==> src/rtl/l2_spi_shifter.sv <==
// SPI master shift engine; SCLK edges arrive as strobes from a separate clock-counter stage.
// Define L2_SPI_SHIFTER_LSB_FIRST_EN for LSB-first framing (MSB-first otherwise).
module l2_spi_shifter #(
  parameter logic CPOL       = 1'b0,
  parameter logic CPHA       = 1'b0,
  parameter int   DATA_WIDTH = 8,
  parameter int   CNT_WIDTH  = 4
) (
  input  logic                  clk,
  input  logic                  rst,
  input  logic                  i_start,
  input  logic [DATA_WIDTH-1:0] i_tx_data,
  input  logic                  i_up_edge,
  input  logic                  i_down_edge,
  input  logic                  i_work_end,
  input  logic                  i_miso,
  output logic                  o_work_en,
  output logic                  o_cs_n,
  output logic                  o_mosi,
  output logic [DATA_WIDTH-1:0] o_rx_data,
  output logic                  o_busy,
  output logic                  o_done
);

  typedef enum logic [2:0] {IDLE, SETUP, SHIFT, HOLD, DONE} state_t;

  localparam logic [CNT_WIDTH-1:0] SAMPLE_LIMIT = CNT_WIDTH'(DATA_WIDTH);
  localparam logic [CNT_WIDTH-1:0] SHIFT_LIMIT  = CNT_WIDTH'(DATA_WIDTH - 1);

  state_t                state_reg, state_next;
  logic [DATA_WIDTH-1:0] tx_reg, rx_reg, rx_out_reg;
  logic [DATA_WIDTH-1:0] tx_shifted, rx_shifted;
  logic [CNT_WIDTH-1:0]  sample_cnt_reg, shift_cnt_reg;
  logic                  lead_seen_reg;
  logic                  lead_edge, trail_edge, sample_en, shift_en;

`ifdef L2_SPI_SHIFTER_LSB_FIRST_EN
  assign tx_shifted = {1'b0, tx_reg[DATA_WIDTH-1:1]};
  assign rx_shifted = {i_miso, rx_reg[DATA_WIDTH-1:1]};
  assign o_mosi     = tx_reg[0];
`else
  assign tx_shifted = {tx_reg[DATA_WIDTH-2:0], 1'b0};
  assign rx_shifted = {rx_reg[DATA_WIDTH-2:0], i_miso};
  assign o_mosi     = tx_reg[DATA_WIDTH-1];
`endif

  assign o_rx_data = rx_out_reg;

  // Simultaneous strobes are treated as a glitch and dropped entirely.
  always_comb begin
    lead_edge  = 1'b0;
    trail_edge = 1'b0;
    sample_en  = 1'b0;
    shift_en   = 1'b0;
    if (state_reg == SHIFT && !(i_up_edge && i_down_edge)) begin
      lead_edge  = CPOL ? i_down_edge : i_up_edge;
      trail_edge = CPOL ? i_up_edge : i_down_edge;
    end
    if (CPHA) begin
      sample_en = trail_edge;
      shift_en  = lead_edge && lead_seen_reg;
    end else begin
      sample_en = lead_edge;
      shift_en  = trail_edge;
    end
    sample_en = sample_en && (sample_cnt_reg < SAMPLE_LIMIT);
    shift_en  = shift_en && (shift_cnt_reg < SHIFT_LIMIT);
  end

  always_comb begin
    state_next = state_reg;
    o_work_en  = 1'b0;
    o_cs_n     = 1'b1;
    o_busy     = 1'b1;
    o_done     = 1'b0;
    case (state_reg)
      IDLE: begin
        o_busy = 1'b0;
        if (i_start) state_next = SETUP;
      end
      SETUP: begin
        o_cs_n     = 1'b0;
        state_next = SHIFT;
      end
      SHIFT: begin
        o_cs_n    = 1'b0;
        o_work_en = 1'b1;
        if (i_work_end) state_next = HOLD;
      end
      HOLD: begin
        o_cs_n     = 1'b0;
        state_next = DONE;
      end
      DONE: begin
        o_done     = 1'b1;
        state_next = IDLE;
      end
      default: begin
        o_busy     = 1'b0;
        state_next = IDLE;
      end
    endcase
  end

  always_ff @(posedge clk or posedge rst) begin
    if (rst) begin
      state_reg      <= IDLE;
      tx_reg         <= '0;
      rx_reg         <= '0;
      rx_out_reg     <= '0;
      sample_cnt_reg <= '0;
      shift_cnt_reg  <= '0;
      lead_seen_reg  <= 1'b0;
    end else begin
      state_reg <= state_next;
      if (state_reg == IDLE && i_start) begin
        tx_reg         <= i_tx_data;
        rx_reg         <= '0;
        sample_cnt_reg <= '0;
        shift_cnt_reg  <= '0;
        lead_seen_reg  <= 1'b0;
      end
      // First leading edge only arms shifting in CPHA=1 mode; bit 0 is already on MOSI.
      if (lead_edge) lead_seen_reg <= 1'b1;
      if (shift_en) begin
        tx_reg        <= tx_shifted;
        shift_cnt_reg <= shift_cnt_reg + 1'b1;
      end
      if (sample_en) begin
        rx_reg         <= rx_shifted;
        sample_cnt_reg <= sample_cnt_reg + 1'b1;
      end
      if (state_reg == HOLD) rx_out_reg <= rx_reg;
    end
  end

endmodule

==> config.mk <==
export PLATFORM = sky130hd
export DESIGN_NAME = l2_spi_shifter
export DESIGN_NICKNAME = d
export VERILOG_FILES = /design/src/rtl/l2_spi_shifter.sv
export SDC_FILE = /design/constraint.sdc
export NUM_CORES = 1
export LEC_CHECK = 0
export ABC_AREA = 1
export ABC_CLOCK_PERIOD_IN_PS = 2600
export BUFFER_PORTS_ARGS = -buffer_cell sky130_fd_sc_hd__buf_2
export CAP_MARGIN = 20
export CORE_MARGIN = 2
export CORE_UTILIZATION = 59
export CTS_CLUSTER_DIAMETER = 40
export DETAILED_ROUTE_END_ITERATION = 10
export PLACE_DENSITY = 0.83
export SLEW_MARGIN = 15
export SYNTH_ARGS = -nofsm -noshare
export SYNTH_HDL_FRONTEND = slang
export SYNTH_SLANG_ARGS = --single-unit
==> constraint.sdc <==
create_clock -name clk -period 2.6 [get_ports clk]
set_clock_uncertainty 0.2 [all_clocks]
set_input_delay 0.52 -clock clk [delete_from_list [all_inputs] [get_ports clk]]
set_output_delay 0.52 -clock clk [all_outputs]
set_load 0.03 [all_outputs]
==> reports/metrics.cfg <==
[clocking]
cts_tree = done
cts.clk_slew.worst_paths_ps = 120
clock_path_buffers = 2
insertion_delay_ps = 350
clock-sinks = 35
htree_levels = 2
cts_root_buf = clkbuf_4
cts_resized = 0
post_cts_buffers = 0
holdBufCountCts = 0
cts_inserted_buffers = 5

[cells_and_area]
area_delta_synth_final_pct = 12.1
antenna_cells = 0
seqCellArea_sq_um = 876
multiInputGateArea_sq_um = 674
drive_gt1_frac = 0.196
final_util = 0.692
postLayoutCellArea_sq_um = 1890
num-fill-cells = 242
nets = 251

[route]
wl_microns = 3080
drtPass1Iterations = 4
viasPerCell = 5.14
wl_per_cell_microns = 11.6
drc = 0
first_iter_violations = 69
vias = 1368
ant_nets = 0

[synth]
yosysWarningCount = 0
synth_top_area_cell = dfrtp_1
synthTopCellsByArea = dfrtp_1, nand2_1, nand3_1
synth_top_cell_area_share = 0.519
synth.distinct_cells = 22
synth_most_common_cell = nand2_1
synth_nets = 225
seq_area_frac_synth = 0.519
synth_common_cells = nand2_1, dfrtp_1, nand3_1
synthArstFlopShare = 1.00
synth_top_flop_cell = dfrtp_1
synth_cells = 208
ys_ff_latch = 35
syn_area_per_cell_sq_um = 8.11
synth-edff-count = 0
syn_area_sq_um = 1690

[critical_path]
cp_data_arrival_time_ps = 1550
worstPathBufferInverterCount = 3
worst-path-stages = 6
reg2reg_depth = 4
path_cells = nor2_4, inv_1, nor2_1, inv_1, nand2_1, buf_2
crit_fanout = 10
critPathTopFamily = flip-flops
worstPathRequired_ps = 1880
regToRegSetupSlack_ps = 740
crit_top_cell = inv_1
r2r-start = state_reg[2]
reg2reg_to = tx_reg[2]
cpPeakStageDelay_ps = 470
crit_type = register to output port
critPathLaunchType = register
end_kind = output port
slowest_stage = dfrtp_1

[global_routing]
grt_max_degree = 36
grt_usage = 0.218
overflow = 0
antenna_found_initial = 0
grt_pass1_vias = 1254
grt_pass1_wl_microns = 5430

[placed_design]
hpwlAfterDp_microns = 2210
portBuffers = 27
dpl_cell_area_sq_um = 1810
place.gp.congestion = 0.772

[timing]
worstMarginPinSlew_ps = 495
rsz0062_at_grt = false
fin_setup_tns_ps = 0
finalHoldViolCount = 0
hold_slack_ps = 37.6
final-setup-viol-count = 0
slew_viol_final = 0
relSlewSlack = 0.670
min_period_ps = 2270
fin_crit_sh = 0.873
fmax_mhz = 441

[floorplan]
die-area_sq_um = 3300
dieWidth_microns = 57.5
initial_core_util = 0.617
placementRows = 19
die_y_microns = 57.5
top_level_ports = 28
coreArea_sq_um = 2730

[worst_hold_path]
hold_path.class = input pin to asynchronous set/reset pin

[job]
maxCapViolCount = 0

[status]
status = finished clean

[power_and_ir_drop]
ir_drop_uv = 1140
pwr_density_cell_nw_per_um2 = 1080
finalPower_mw = 2.04
leakage_nw = 1.08

## layout make-up
type                            count  area share
Sequential cell                    35       0.463
Multi-Input combinational cell    143       0.356
Timing Repair Buffer               28      0.0754
Inverter                           21      0.0417
Clock inverter                      3      0.0231
Tap cell                           31      0.0205
Clock buffer                        5      0.0198
## placed cells by master, fill, tap and decap left out, drive strengths merged
cell type	n
nor2	8
nand2	84
nand3	27
nor3	2
inv	20
nand4	8
o21ai	9
dfrtp	35
clkbuf	5
bufinv	1
buf	28
clkinv	3
a21oi	2
ha	2
xor2	1
## how the worst max path moves through the flow
stage	start	end	slack, ps
2_1_floorplan	state_reg[1]	o_busy	380
3_3_place_gp	state_reg[0]	o_busy	740
3_5_place_dp	state_reg[0]	o_busy	700
4_1_cts	state_reg[0]	o_busy	320
5_1_grt	state_reg[0]	o_busy	190
6_report	state_reg[0]	o_busy	330
## power breakdown
| part | switching, mW | internal [mW] | leakage [nW] | total, mW |
|---|---|---|---|---|
| combinational | 0.567 | 0.241 | 0.570 | 0.808 |
| clock | 0.189 | 0.202 | 0.0452 | 0.392 |
| sequential | 0.130 | 0.709 | 0.464 | 0.839 |
| total | 0.886 | 1.15 | 1.08 | 2.04 |
## per-layer routing
metal  track usage  wire (microns)  share of wire
met1         0.272            1430           0.46
met2         0.357            1480           0.48
met3        0.0794             144          0.047
met4        0.0598              32          0.010
met5             0               0              0
## per-stage QoR
stage,instances,setup slack (ps)
6_report,266,331
5_1_grt,266,188
4_1_cts,266,322
3_5_place_dp,258,705
3_3_place_gp,258,737
2_1_floorplan,208,383
## cells by family after synthesis
group,count (synthesis),synth area share
AO/OA/AOI/OAI,11,0.0326
XOR/XNOR,1,0.00519
adder cells (fa/ha/maj),2,0.0148
buffers and inverters,30,0.0815
flip-flops,35,0.519
AND/OR/NAND/NOR,129,0.347
## tightest hold or removal path: stages
cell   delay, ps
buf_2        100
inv_1         40
buf_4        370
No activity file was read; power rests on OpenSTA's default activity.
